[config.mk]
export PLATFORM = sky130hd
export DESIGN_NAME = geofence_point_feeder_flat
export DESIGN_NICKNAME = d
export VERILOG_FILES = /design/src/rtl/geofence_pkg.sv /design/src/rtl/geofence_point_feeder_if.sv /design/src/rtl/geofence_res_fifo.sv /design/src/rtl/geofence_point_feeder.sv /design/src/flat_wrapper.sv
export SDC_FILE = /design/constraint.sdc
export NUM_CORES = 1
export LEC_CHECK = 0
export BUFFER_PORTS_ARGS = -buffer_cell sky130_fd_sc_hd__buf_2
export CORE_MARGIN = 2
export CORE_UTILIZATION = 47
export CTS_BUF_LIST = sky130_fd_sc_hd__clkbuf_2 sky130_fd_sc_hd__clkbuf_4 sky130_fd_sc_hd__clkbuf_8
export CTS_CLUSTER_DIAMETER = 60
export CTS_CLUSTER_SIZE = 12
export DETAILED_ROUTE_END_ITERATION = 10
export HOLD_SLACK_MARGIN = 0.15
export PLACE_DENSITY = 0.7
export REMOVE_ABC_BUFFERS = 1
export SLEW_MARGIN = 20
export SYNTH_ARGS = -nofsm -noshare
export SYNTH_HDL_FRONTEND = slang
export SYNTH_SLANG_ARGS = --single-unit
[constraint.sdc]
create_clock -name clk -period 3.45 [get_ports clk]
set_clock_uncertainty 0.15 [all_clocks]
set_input_delay 0.69 -clock clk [delete_from_list [all_inputs] [get_ports clk]]
set_output_delay 0.69 -clock clk [all_outputs]
set_load 0.05 [all_outputs]
[src/rtl/geofence_pkg.sv]
// Shared types for the geofence point feeder: coordinate width, frame size,
// point record and feeder FSM states.
package geofence_pkg;

  localparam int COORD_W = 10;
  localparam int PTS     = 7;

  typedef struct packed {
    logic [COORD_W-1:0] x;
    logic [COORD_W-1:0] y;
  } point_t;

  typedef enum logic [1:0] {
    HOLD,
    STREAM,
    WAIT
  } feeder_state_t;

endpackage

[src/rtl/geofence_point_feeder_if.sv]
// Bundle of the upstream point stream, the geofence core bus and the result
// stream. The feeder uses the slave view, its environment the master view.
interface geofence_point_feeder_if;
  import geofence_pkg::*;

  logic               in_valid;
  logic               in_ready;
  logic [COORD_W-1:0] in_x;
  logic [COORD_W-1:0] in_y;
  logic               core_reset;
  logic [COORD_W-1:0] core_x;
  logic [COORD_W-1:0] core_y;
  logic               core_valid;
  logic               core_inside;
  logic               res_valid;
  logic               res_inside;
  logic               res_ready;
  logic               err_timeout;

  modport slave (
    input  in_valid, in_x, in_y, core_valid, core_inside, res_ready,
    output in_ready, core_reset, core_x, core_y, res_valid, res_inside, err_timeout
  );

  modport master (
    output in_valid, in_x, in_y, core_valid, core_inside, res_ready,
    input  in_ready, core_reset, core_x, core_y, res_valid, res_inside, err_timeout
  );

endinterface

[src/rtl/geofence_res_fifo.sv]
// Two-entry, one-bit result FIFO with simultaneous push/pop and an
// occupancy count used by the feeder to reserve a slot before launching.
module geofence_res_fifo (
  input  logic       clk,
  input  logic       reset,
  input  logic       push,
  input  logic       push_data,
  input  logic       pop,
  output logic [1:0] count,
  output logic       head
);

  logic mem [2];
  logic wr_ptr;
  logic rd_ptr;
  logic push_ok;
  logic pop_ok;

  assign push_ok = push && (count != 2'd2);
  assign pop_ok  = pop && (count != 2'd0);
  assign head    = mem[rd_ptr];

  always_ff @(posedge clk or posedge reset) begin
    if (reset) begin
      mem[0] <= 1'b0;
      mem[1] <= 1'b0;
      wr_ptr <= 1'b0;
      rd_ptr <= 1'b0;
      count  <= 2'd0;
    end else begin
      if (push_ok) begin
        mem[wr_ptr] <= push_data;
        wr_ptr      <= ~wr_ptr;
      end
      if (pop_ok) begin
        rd_ptr <= ~rd_ptr;
      end
      count <= count + {1'b0, push_ok} - {1'b0, pop_ok};
    end
  end

endmodule

[src/rtl/geofence_point_feeder.sv]
// Buffers points into ping-pong 7-point frames, replays each frame to the
// geofence core in 7 contiguous cycles and queues the core's verdicts.
module geofence_point_feeder
  import geofence_pkg::*;
#(
  parameter int TIMEOUT = 31
) (
  input  logic                    clk,
  input  logic                    reset,
  geofence_point_feeder_if.slave  bus
);

  localparam int         CNT_W    = $clog2(TIMEOUT + 1);
  localparam logic [2:0] LAST_IDX = 3'(PTS - 1);

  point_t             bank [2][PTS];
  logic [1:0]         bank_full;
  logic               wr_bank;
  logic               rd_bank;
  logic [2:0]         wr_idx;
  logic [2:0]         rd_idx;
  feeder_state_t      state;
  logic [CNT_W-1:0]   wait_cnt;
  logic               core_reset;
  logic [COORD_W-1:0] core_x;
  logic [COORD_W-1:0] core_y;
  logic               err_timeout;

  logic               wr_fire;
  logic               push;
  logic               pop;
  logic [1:0]         res_count;
  logic               res_head;
  logic [2:0]         occ_next;
  logic               launch_ok;
  point_t             first_point;
  point_t             next_point;

  assign bus.in_ready    = !bank_full[wr_bank];
  assign bus.core_reset  = core_reset;
  assign bus.core_x      = core_x;
  assign bus.core_y      = core_y;
  assign bus.res_valid   = (res_count != 2'd0);
  assign bus.res_inside  = res_head;
  assign bus.err_timeout = err_timeout;

  assign wr_fire     = bus.in_valid && !bank_full[wr_bank];
  // The core's valid survives its own reset, so it only counts while waiting.
  assign push        = (state == WAIT) && bus.core_valid;
  assign pop         = bus.res_valid && bus.res_ready;
  assign occ_next    = {1'b0, res_count} + {2'b0, push} - {2'b0, pop};
  // Launch only if a slot stays free for the frame being launched.
  assign launch_ok   = bank_full[rd_bank] && (occ_next <= 3'd1);
  assign first_point = bank[rd_bank][0];
  assign next_point  = bank[rd_bank][rd_idx];

  geofence_res_fifo u_res_fifo (
    .clk       (clk),
    .reset     (reset),
    .push      (push),
    .push_data (bus.core_inside),
    .pop       (pop),
    .count     (res_count),
    .head      (res_head)
  );

  always_ff @(posedge clk) begin
    if (wr_fire) begin
      bank[wr_bank][wr_idx] <= point_t'{x: bus.in_x, y: bus.in_y};
    end
  end

  always_ff @(posedge clk or posedge reset) begin
    if (reset) begin
      state       <= HOLD;
      bank_full   <= 2'b00;
      wr_bank     <= 1'b0;
      rd_bank     <= 1'b0;
      wr_idx      <= 3'd0;
      rd_idx      <= 3'd0;
      wait_cnt    <= '0;
      core_reset  <= 1'b1;
      core_x      <= '0;
      core_y      <= '0;
      err_timeout <= 1'b0;
    end else begin
      if (wr_fire) begin
        if (wr_idx == LAST_IDX) begin
          bank_full[wr_bank] <= 1'b1;
          wr_bank            <= ~wr_bank;
          wr_idx             <= 3'd0;
        end else begin
          wr_idx <= wr_idx + 3'd1;
        end
      end

      case (state)
        HOLD: begin
          core_reset <= 1'b1;
          if (launch_ok) begin
            core_reset <= 1'b0;
            core_x     <= first_point.x;
            core_y     <= first_point.y;
            rd_idx     <= 3'd1;
            state      <= STREAM;
          end
        end

        STREAM: begin
          core_x <= next_point.x;
          core_y <= next_point.y;
          if (rd_idx == LAST_IDX) begin
            bank_full[rd_bank] <= 1'b0;
            rd_bank            <= ~rd_bank;
            wait_cnt           <= '0;
            state              <= WAIT;
          end else begin
            rd_idx <= rd_idx + 3'd1;
          end
        end

        WAIT: begin
          if (bus.core_valid) begin
            if (launch_ok) begin
              core_x <= first_point.x;
              core_y <= first_point.y;
              rd_idx <= 3'd1;
              state  <= STREAM;
            end else begin
              core_reset <= 1'b1;
              state      <= HOLD;
            end
          end else if (wait_cnt == CNT_W'(TIMEOUT)) begin
            err_timeout <= 1'b1;
            core_reset  <= 1'b1;
            state       <= HOLD;
          end else begin
            wait_cnt <= wait_cnt + 1'b1;
          end
        end

        default: begin
          core_reset <= 1'b1;
          state      <= HOLD;
        end
      endcase
    end
  end

endmodule
[src/flat_wrapper.sv]
// flat-port wrapper written by rule: the top's interface ports become plain ports
module geofence_point_feeder_flat import geofence_pkg::*;
#(
  parameter int TIMEOUT = 31
)
  (clk, reset, bus_in_valid, bus_in_x, bus_in_y, bus_core_valid, bus_core_inside, bus_res_ready, bus_in_ready, bus_core_reset, bus_core_x, bus_core_y, bus_res_valid, bus_res_inside, bus_err_timeout);
  geofence_point_feeder_if bus_i ();
  input  logic clk;
  input  logic reset;
  input wire logic [$bits(bus_i.in_valid)-1:0] bus_in_valid;
  input wire logic [$bits(bus_i.in_x)-1:0] bus_in_x;
  input wire logic [$bits(bus_i.in_y)-1:0] bus_in_y;
  input wire logic [$bits(bus_i.core_valid)-1:0] bus_core_valid;
  input wire logic [$bits(bus_i.core_inside)-1:0] bus_core_inside;
  input wire logic [$bits(bus_i.res_ready)-1:0] bus_res_ready;
  output wire logic [$bits(bus_i.in_ready)-1:0] bus_in_ready;
  output wire logic [$bits(bus_i.core_reset)-1:0] bus_core_reset;
  output wire logic [$bits(bus_i.core_x)-1:0] bus_core_x;
  output wire logic [$bits(bus_i.core_y)-1:0] bus_core_y;
  output wire logic [$bits(bus_i.res_valid)-1:0] bus_res_valid;
  output wire logic [$bits(bus_i.res_inside)-1:0] bus_res_inside;
  output wire logic [$bits(bus_i.err_timeout)-1:0] bus_err_timeout;
  assign bus_i.in_valid = bus_in_valid;
  assign bus_i.in_x = bus_in_x;
  assign bus_i.in_y = bus_in_y;
  assign bus_i.core_valid = bus_core_valid;
  assign bus_i.core_inside = bus_core_inside;
  assign bus_i.res_ready = bus_res_ready;
  assign bus_in_ready = bus_i.in_ready;
  assign bus_core_reset = bus_i.core_reset;
  assign bus_core_x = bus_i.core_x;
  assign bus_core_y = bus_i.core_y;
  assign bus_res_valid = bus_i.res_valid;
  assign bus_res_inside = bus_i.res_inside;
  assign bus_err_timeout = bus_i.err_timeout;
  geofence_point_feeder #(.TIMEOUT(TIMEOUT)) u_core (.clk(clk), .reset(reset), .bus(bus_i));
endmodule
==> results of run 1 <==
## repair_timing
item                                   in CTS  in global routing
endpoints found under the hold margin      29                  0
hold buffers                                1                  0
gates resized for setup                     0                  0
## worst reg2reg max path, delay by kind of cell, from the launching register on
kind            cells  cell delay [ps]
fa+ha+maj           3              820
simple gates        3              690
compound gates      2              610
flops               1              380
buf+inv             3              320
xor+xnor            1              150
## routing by layer
layer,part of all wire [%],global-route usage [%],wire length [um]
met1,43,28.6,12400
met2,47,32.1,13500
met3,6.6,3.93,1910
met4,3.1,6.12,894
met5,0,0,0
## cells by family (layout without fill, tap and decap cells)
logic type | count (synthesis) | count (layout) | share of synthesized area, %
other | 0 | 1 | 0
AO/OA/AOI/OAI | 90 | 90 | 5.33
AND/OR/NAND/NOR | 103 | 103 | 3.74
adder cells (fa/ha/maj) | 9 | 9 | 0.913
flip-flops | 325 | 325 | 72.4
XOR/XNOR | 9 | 9 | 0.599
buffers and inverters | 60 | 171 | 2.40
multiplexers | 121 | 121 | 14.6
## cells in the mapped netlist (all sizes together) (7+ instances only)
cell type / count / area, um2
a31oi: 9 / 56.3
nor3: 8 / 40.0
o32a: 7 / 70.1
mux4: 53 / 1200
a221oi: 7 / 61.3
inv: 16 / 60.1
mux2i: 38 / 380
o221a: 7 / 78.8
ha: 8 / 100
o221ai: 8 / 70.1
mux2: 30 / 338
o31ai: 7 / 52.6
edfxtp: 280 / 8410
clkbuf: 25 / 93.8
nor2: 20 / 75.1
o21ai: 13 / 65.1
buf: 18 / 158
nand2: 39 / 146
dfrtp: 44 / 1100
## sequential cells by signal, summed over array words and instances (netlist names), 2 cells and up
signal and count:
u_core.wait_cnt 5, u_core.u_res_fifo.mem 2, u_core.u_res_fifo.count 2, u_core.state 2, u_core.bus.core_y 10, u_core.bank 280
u_core.wr_idx 3, u_core.rd_idx 3, u_core.bank_full 2, u_core.bus.core_x 10
## final cells by class
cell class / instances / area, um2 / area share, %
Antenna cell: 1 / 2.50 / 0.0170
Clock buffer: 56 / 627 / 4.25
Clock inverter: 2 / 16.3 / 0.110
Inverter: 17 / 63.8 / 0.432
Multi-Input combinational cell: 332 / 3370 / 22.9
Sequential cell: 325 / 9540 / 64.7
Tap cell: 378 / 473 / 3.20
Timing Repair Buffer: 96 / 661 / 4.48
## how the worst min path moves through the flow
stage | from | end | cells past startpoint
6_report | bus_core_inside | u_core.u_res_fifo.mem[1] | 2
3_3_place_gp | u_core.bus.err_timeout | u_core.bus.err_timeout | 1
5_1_grt | bus_core_inside | u_core.u_res_fifo.mem[1] | 2
2_1_floorplan | u_core.u_res_fifo.rd_ptr | u_core.u_res_fifo.rd_ptr | 1
4_1_cts | bus_core_inside | u_core.u_res_fifo.mem[1] | 2
3_5_place_dp | u_core.bus.err_timeout | u_core.bus.err_timeout | 1
## through the flow
step	setup TNS, ps	power (mW)	utilization, %	std cells	worst slack [ps]
4_1_cts	0	11.6	53.3	1206	258
3_5_place_dp	0	9.22	50.9	1147	170
3_3_place_gp	0	9.15	50.9	1147	207
6_report	0	11.5	53.3	1207	245
2_1_floorplan	-153730	7.94	-	674	-1990
5_1_grt	0	12.0	53.3	1206	101
## power breakdown
group	internal, mW	switching (mW)
Combinational	1.61	2.27
Sequential	4.79	0.456
Clock	1.13	1.25
Total	7.53	3.98
==> out/qor.txt, run 1 <==
Syn Inst Count: 717
Crit. Startpoint: u_core.u_res_fifo.count[0]
Worst flop-to-flop path startpoint: u_core.u_res_fifo.count[0]
Setup Buffers After CTS: 0
Tightest Pin Transition: 813 ps
Filler cell count: 2156
Setup Viol. Count Final: 0
Gpl congestion: 0.771
Die footprint: 29400 um2
Detailed Routing Iterations Pass 1: 5
Reg clk slew, reported paths: 80 ps
First-pass GRT wire length: 43.6 mm
Crit path DAT: 3540 ps
Commonest non-fill, non-tap cell in the layout: edfxtp_1
R2r setup slk: 250 ps
Num Clock Sinks: 325
Crit path kind: reg2reg
FFs w/ async S/R, synth: 13.8%
Min Tclk post-route: 3200 ps
Largest net degree at the start of global routing: 32
Final-report hold violation count: 0
Post-route ant nets: 0
Final worst-path cycle share: 92.9%
Last element of the critical path: u_core.bus.core_y[9]
Initial core utilization: 47.5%
Most frequent cells in the layout: edfxtp_1, mux4_2, buf_2, dfrtp_1, buf_4
Number of global-route vias before repair: 7124
Sequential fraction of the synthesis area: 72.4%
CP endpoint kind: flip-flop
Worst IR drop on VDD: 536 uV
DRT Wirelength: 28.7 mm
DR WL/cell: 23.8 um
Share of layout cells above drive strength 1: 31.9%
Drt drc: 0
IO Pins: 51
Mapped Avg Cell Area: 18.4 um2
H-Tree Depth: 1
Initial antenna violation count: 1
Peak Freq: 312 MHz
Yosys cell types: 55
Worst setup SP type: flip-flop
Area of the core: 27700 um2
Post-Syn Area: 13200 um2
Post-synth EDFFs: 280
Unrepaired setup endpoints after global routing: no
Critical Path Stages: 12
Die Ht: 171 um
DP HPWL: 17.3 mm
CTS tree: done
Total track usage: 20.2%
Hold slack: 191 ps
Slowest cell on the critical path: fa_1
PortBufs: 50
# nets final: 838
Worst slew margin: 45.8%
Detailed Route Iter0 Violations: 583
Req. time, crit path: 3780 ps
FF+latch count, synth: 325
Final instance area: 14800 um2
Run status: completed
Crit-path cells: or2_2 -> and2_1 -> ha_1 -> inv_1 -> ha_1 -> inv_1 -> fa_1 -> xnor2_1 -> a31oi_1 -> nor2_1 -> buf_4 -> o221a_2
Crit Reg-Reg Endpoint: u_core.bus.core_y[9]
DR vias: 6991
Total gr overflow: 0
Number of vias per cell: 5.79
Reg2Reg Depth: 12
Clock Path Buffers: 3
Max cap viols: 0
Syn. warnings: 0
Min-delay worst type: in2reg
Die Wd: 171 um
Slowest stage delay, CP: 400 ps
Leak: 5.02 nW
Area post-placement: 14100 um2
Pwr dens: 780 nW/um2
Pins over their slew limit: 0
Layout area overhead: 12.1%
Std-Cell Rows: 61
Buf/Inv on CP: 3
CTS root buf: clkbuf_8
Top_reg_cell synth: edfxtp_1
CP max FO: 7
CTS buffer count: 31
CP top delay family: adder cells
Skew-Pair Late Insertion Delay: 590 ps
Power figures use the tool's default switching activity.
==> run 2, diff against run 1 <==
--- a/config.mk
+++ b/config.mk
@@ -13,9 +13,9 @@
 export CTS_CLUSTER_SIZE = 12
 export DETAILED_ROUTE_END_ITERATION = 10
 export HOLD_SLACK_MARGIN = 0.15
-export PLACE_DENSITY = 0.7
+export PLACE_DENSITY = 0.67
 export REMOVE_ABC_BUFFERS = 1
-export SLEW_MARGIN = 20
+export SLEW_MARGIN = 15
 export SYNTH_ARGS = -nofsm -noshare
 export SYNTH_HDL_FRONTEND = slang
 export SYNTH_SLANG_ARGS = --single-unit
==> constraint.sdc (replaced) <==
create_clock -name clk -period 4.15 [get_ports clk]
set_clock_uncertainty 0.15 [all_clocks]
set_input_delay 0.83 -clock clk [delete_from_list [all_inputs] [get_ports clk]]
set_output_delay 0.83 -clock clk [all_outputs]
set_load 0.05 [all_outputs]
==> run 2 against run 1 <==
Total power fell by 18%. Worst hold slack improved by 140 ps. Die area did not move. First-iteration DRC count rose by 9.9%. Non-clock buffer count fell by 19. Clock power fell by 17%. Clock-buffer cell count fell by 4. Utilization fell by 0.72 points. Fmax fell by 4.5%. Critical path type unchanged. Critical endpoint is now u_core.bus.core_x[5]. Largest power group unchanged.
==> out/qor.txt, run 2 (synthesized netlist as in run 1, its figures left out) <==
R2r setup slk: 800 ps (+550 ps)
Die Ht: 171 um (unchanged)
Reg clk slew, reported paths: 90 ps (about the same)
Pwr dens: 652 nW/um2 (-16%)
Post-route ant nets: 0 (unchanged)
Skew-Pair Late Insertion Delay: 590 ps (about the same)
CP endpoint kind: flip-flop
H-Tree Depth: 1 (unchanged)
Slowest stage delay, CP: 460 ps (+60 ps)
IO Pins: 51 (unchanged)
# nets final: 819 (-2.3%)
Min-delay worst type: in2async
Final WS setup: 796 ps (+551 ps)
DR WL/cell: 25.5 um (+7.0%)
Crit-path cells: or2_2 -> and2_1 -> ha_1 -> inv_1 -> ha_1 -> inv_1 -> fa_1 -> xnor2_1 -> a31oi_1 -> nor2_1 -> buf_4 -> o221a_2
Max cap viols: 0 (unchanged)
Peak Freq: 298 MHz (-4.5%)
Setup Buffers After CTS: 0 (unchanged)
Die footprint: 29400 um2 (unchanged)
PortBufs: 50 (unchanged)
Min Tclk post-route: 3350 ps (+149 ps)
Pins over their slew limit: 0 (unchanged)
CTS buffer count: 31 (unchanged)
DR vias: 6996 (+0.072%)
Leak: 4.90 nW (-2.3%)
Die Wd: 171 um (unchanged)
DRT Wirelength: 30.2 mm (+5.0%)
Layout area overhead: 10.6%
M1 GR Usage: 28.3% (-0.28 points)
Most flops, register: u_core.bank
Area of the core: 27700 um2 (unchanged)
Ant. Diodes: 0 (-1)
Initial antenna violation count: 2 (+1)
Filler cell count: 2225 (+3.2%)
Clock Path Buffers: 3 (unchanged)
Worst IR drop on VDD: 406 uV (-24%)
Biggest regs: u_core.bank x280, u_core.bus.core_x x10, u_core.bus.core_y x10
Number of vias per cell: 5.91 (+2.0%)
CP top delay family: simple AND/OR/NAND/NOR gates
Run status: completed
Final worst-path cycle share: 80.8% (-12 points)
Total track usage: 21.1% (+0.90 points)
CTS root buf: clkbuf_8
Most frequent cells in the layout: edfxtp_1, mux4_2, buf_2, dfrtp_1, nand2_1
CP max FO: 9 (+2)
Unrepaired setup endpoints after global routing: no
DP HPWL: 17.0 mm (-1.7%)
Num Clock Sinks: 325 (unchanged)
Std-Cell Rows: 61 (unchanged)
Crit path kind: reg2reg
Tightest Pin Transition: 1090 ps (+280 ps)
Total gr overflow: 0 (unchanged)
CTS hold repair buffers: 0 (-1)
Setup Viol. Count Final: 0 (unchanged)
Req. time, crit path: 4530 ps (+750 ps)
Setup TNS: 0 ps (unchanged)
Max reg flops: 280 (unchanged)
Crit path DAT: 3730 ps (+190 ps)
Initial core utilization: 47.5% (unchanged)
Detailed Routing Iterations Pass 1: 5 (unchanged)
First-pass GRT wire length: 44.9 mm (+2.9%)
Detailed Route Iter0 Violations: 641 (+9.9%)
Largest net degree at the start of global routing: 49 (+53%)
Final-report hold violation count: 0 (unchanged)
Share of layout cells above drive strength 1: 30.1% (-1.7 points)
Post-place setup slack: 679 ps (+509 ps)
CTS tree: done
Routing usage on met2: 34.3% (+2.2 points)
Worst setup SP type: flip-flop
CTS resizes: 0 (unchanged)
Worst slew margin: 26.9% (-19 points)
GRT met3 Usage: 4.16% (+0.23 points)
Slowest cell on the critical path: dfrtp_1
Gpl congestion: 0.778 (+0.92%)
Commonest non-fill, non-tap cell in the layout: edfxtp_1
Buf/Inv on CP: 3 (unchanged)
Most Used Layer, Global Route: met2
Drt drc: 0 (unchanged)
Number of global-route vias before repair: 7308 (+2.6%)
run 2: cell count changes in the layout (fill, tap and decap cells not counted), sizes merged:
cell and delta:
inv -1, diode -1, clkinvlp +1, dlygate4sd3 -1, clkbuf -4, bufinv +1, buf -18
run 2: final cells by class:
type / instances / area [um2] / share of cell area (%)
well taps: 378 / 473 / 3.25
multi-input cells: 332 / 3370 / 23.2
inverters: 17 / 63.8 / 0.438
repair buffers: 77 / 478 / 3.28
clock inverters: 3 / 45.0 / 0.309
flip-flops and latches: 325 / 9540 / 65.5
clock buffers: 52 / 584 / 4.01
run 2: worst paths after layout:
| path | from | endpoint | depth (start not counted) |
|---|---|---|---|
| min in group clk | u_core.bus.err_timeout | u_core.bus.err_timeout | 1 |
| max in group asynchronous | reset | u_core.rd_bank | 2 |
| hold reg to reg | u_core.bus.err_timeout | u_core.bus.err_timeout | 1 |
| setup reg to reg | u_core.u_res_fifo.count[1] | u_core.bus.core_x[5] | 12 |
| hold / removal | reset | u_core.u_res_fifo.count[1] | 2 |
| setup / recovery | u_core.u_res_fifo.count[1] | u_core.bus.core_x[5] | 12 |
run 2: per-stage QoR:
step	power (mW)	cell area, um2	instances	util (%)	hold slack (ps)
global placement	7.49	13900	1129	50.3	294
finish	9.49	14600	1184	52.5	334
detailed placement	7.60	13900	1129	50.3	321
global route	9.93	14600	1184	52.5	331
CTS	9.56	14600	1184	52.5	323
floorplan	6.60	12900	674	-	300
run 2: power breakdown:
part	leakage (nW)	internal, mW	switching, mW	total [mW]
sequential	3.07	3.98	0.477	4.45
combinational	1.50	1.26	1.81	3.07
clock	0.334	0.945	1.03	1.97
run 2: layer usage:
| metal | vias up | part of all wire [%] |
|---|---|---|
| li1 | 3001 | - |
| met1 | 3610 | 41 |
| met2 | 299 | 48 |
| met3 | 82 | 6.9 |
| met4 | 4 | 4.1 |
| met5 | - | 0.053 |
==> run 3, diff against run 2 <==
==> constraint.sdc (replaced) <==
create_clock -name clk -period 3.5 [get_ports clk]
set_clock_uncertainty 0.15 [all_clocks]
set_input_delay 0.7 -clock clk [delete_from_list [all_inputs] [get_ports clk]]
set_output_delay 0.7 -clock clk [all_outputs]
set_load 0.05 [all_outputs]
==> run 3 against run 2 <==
Via count decreased by 0.53%. Global-route usage decreased by 0.98 points. Critical endpoint is now u_core.bus.core_x[7]. Combinational power increased by 22%. Critical path type unchanged. Worst hold slack got worse by 120 ps. Critical path depth unchanged. Clock power increased by 21%. Cell count increased by 1.1%. Non-clock buffer count increased by 9.
==> out/qor.txt, run 3 (synthesized netlist as in run 1, its figures left out) <==
Tightest Pin Transition: 913 ps (-179 ps)
Detailed Route Iter0 Violations: 538 (-16%)
DRT Wirelength: 29.0 mm (-4.0%)
Die Wd: 171 um (unchanged)
CP max FO: 11 (+2)
Reg2Reg Depth: 12 (unchanged)
CP endpoint kind: flip-flop
CTS tree: done
Largest net degree at the start of global routing: 39 (-20%)
Die Ht: 171 um (unchanged)
Number of vias per cell: 5.81 (-1.6%)
Area of the core: 27700 um2 (unchanged)
Filler cell count: 2185 (-1.8%)
Post-route ant nets: 0 (unchanged)
Clock Path Buffers: 3 (unchanged)
Setup Viol. Count Final: 0 (unchanged)
Setup TNS: 0 ps (unchanged)
H-Tree Depth: 1 (unchanged)
Pwr dens: 769 nW/um2 (+18%)
DR vias: 6959 (-0.53%)
DP HPWL: 17.1 mm (+0.64%)
Fin cells: 1197 (+1.1%)
Reg clk slew, reported paths: 80 ps (about the same)
Overall power: 11.3 mW (+19%)
Slowest cell on the critical path: dfrtp_1
Biggest regs: u_core.bank x280, u_core.bus.core_x x10, u_core.bus.core_y x10
Detailed Routing Iterations Pass 1: 5 (unchanged)
Worst slew margin: 38.9% (+12 points)
Slowest stage delay, CP: 460 ps (about the same)
Initial core utilization: 47.5% (unchanged)
Pins over their slew limit: 0 (unchanged)
Most flops, register: u_core.bank
Crit path DAT: 3590 ps (-140 ps)
Worst Hold Path Cells: 2
Unrepaired setup endpoints after global routing: no
Initial antenna violation count: 2 (unchanged)
Crit-path cells: or2_2 -> and2_1 -> ha_1 -> inv_1 -> ha_1 -> inv_1 -> fa_1 -> xnor2_1 -> and3_1 -> nand3_1 -> buf_4 -> o221a_2
Commonest non-fill, non-tap cell in the layout: edfxtp_1
Peak Freq: 306 MHz (+2.6%)
Final-report hold violation count: 0 (unchanged)
# nets final: 828 (+1.1%)
Drt drc: 0 (unchanged)
Area post-placement: 14000 um2 (+0.34%)
Layout Utilization: 52.9% (+0.33 points)
Placed instance count: 1137 (+0.71%)
Final instance area: 14600 um2 (+0.62%)
Min Tclk post-route: 3270 ps (-85.4 ps)
Max cap viols: 0 (unchanged)
Crit path kind: reg2reg
Total track usage: 20.1% (-0.98 points)
Crit. Startpoint: u_core.u_res_fifo.count[1]
Number of global-route vias before repair: 7180 (-1.8%)
Worst hold path startpoint: bus_core_inside
Share of layout cells above drive strength 1: 31.2% (+1.0 points)
Total gr overflow: 0 (unchanged)
Std-Cell Rows: 61 (unchanged)
Worst flop-to-flop path startpoint: u_core.u_res_fifo.count[1]
Skew-Pair Late Insertion Delay: 590 ps (about the same)
Run status: completed
Final worst-path cycle share: 93.4% (+13 points)
Most frequent cells in the layout: edfxtp_1, mux4_2, buf_2, dfrtp_1, nand2_1
PortBufs: 50 (unchanged)
Critical Path Stages: 12 (unchanged)
Max reg flops: 280 (unchanged)
Gpl congestion: 0.766 (-1.6%)
Layout area overhead: 11.3%
Buf/Inv on CP: 3 (unchanged)
IO Pins: 51 (unchanged)
CTS buffer count: 31 (unchanged)
Worst IR drop on VDD: 476 uV (+17%)
Leak: 4.96 nW (+1.2%)
CP top delay family: simple AND/OR/NAND/NOR gates
Die footprint: 29400 um2 (unchanged)
First-pass GRT wire length: 43.3 mm (-3.5%)
Num Clock Sinks: 325 (unchanged)
Min-delay worst type: in2reg
DR WL/cell: 24.2 um (-5.1%)
CTS root buf: clkbuf_8
Worst setup SP type: flip-flop
Req. time, crit path: 3830 ps (-700 ps)
run 3: worst paths after layout:
path,endpoint,slack (ps)
worst max-delay path,u_core.bus.core_x[7],230
worst min-delay path,u_core.u_res_fifo.mem[0],220
worst max register to register,u_core.bus.core_x[7],230
worst min register to register,u_core.bus.err_timeout,320
max in group asynchronous,u_core.bus.core_x[6],1860
min in group asynchronous,u_core.bus.core_x[4],620
run 3: timing repair:
action | in CTS | in global routing
hold buffers | 1 | 0
resized for setup | 0 | 1
buffers inserted | 0 | 0
endpoints found under the hold margin | 29 | 0
endpoints found under the setup margin | 0 | 1
run 3: cell type report:
type / count / area [um2] / area share (%)
antenna: 1 / 2.50 / 0.0171
clock buffer: 55 / 607 / 4.14
clock inverter: 3 / 46.3 / 0.316
inverter: 17 / 63.8 / 0.436
multi-input combinational: 332 / 3380 / 23.1
sequential: 325 / 9540 / 65.1
tap: 378 / 473 / 3.23
timing repair buffer: 86 / 536 / 3.66
run 3: power breakdown:
group | total, mW | internal, mW | leakage (nW) | switching [mW]
clock | 2.38 | 1.16 | 0.352 | 1.23
sequential | 5.11 | 4.72 | 3.07 | 0.391
combinational | 3.76 | 1.52 | 1.54 | 2.24
run 3: metal layers:
layer / vias up / track usage (%) / share of wire, % / wire length (um)
met5: - / 0 / 0.041 / 12
li1: 3031 / - / - / -
met3: 67 / 2.90 / 5.4 / 1560
met1: 3630 / 28.6 / 44 / 12600
met2: 229 / 32.6 / 48 / 13800
met4: 2 / 6.15 / 3.2 / 917
run 3: worst register-to-register path: cells and delay by family (launching register included):
| kind | cells | cell delay [ps] |
|---|---|---|
| adder cells (fa/ha/maj) | 3 | 810 |
| XOR/XNOR | 1 | 220 |
| AND/OR/NAND/NOR | 4 | 930 |
| AO/OA/AOI/OAI | 1 | 280 |
| flip-flops | 1 | 460 |
| buffers and inverters | 3 | 320 |
run 3: through the flow:
stage	setup WS (ps)	hold slack [ps]
5_1_grt	67.3	208
3_3_place_gp	193	295
2_1_floorplan	-1940	300
4_1_cts	153	184
6_report	231	218
3_5_place_dp	137	307
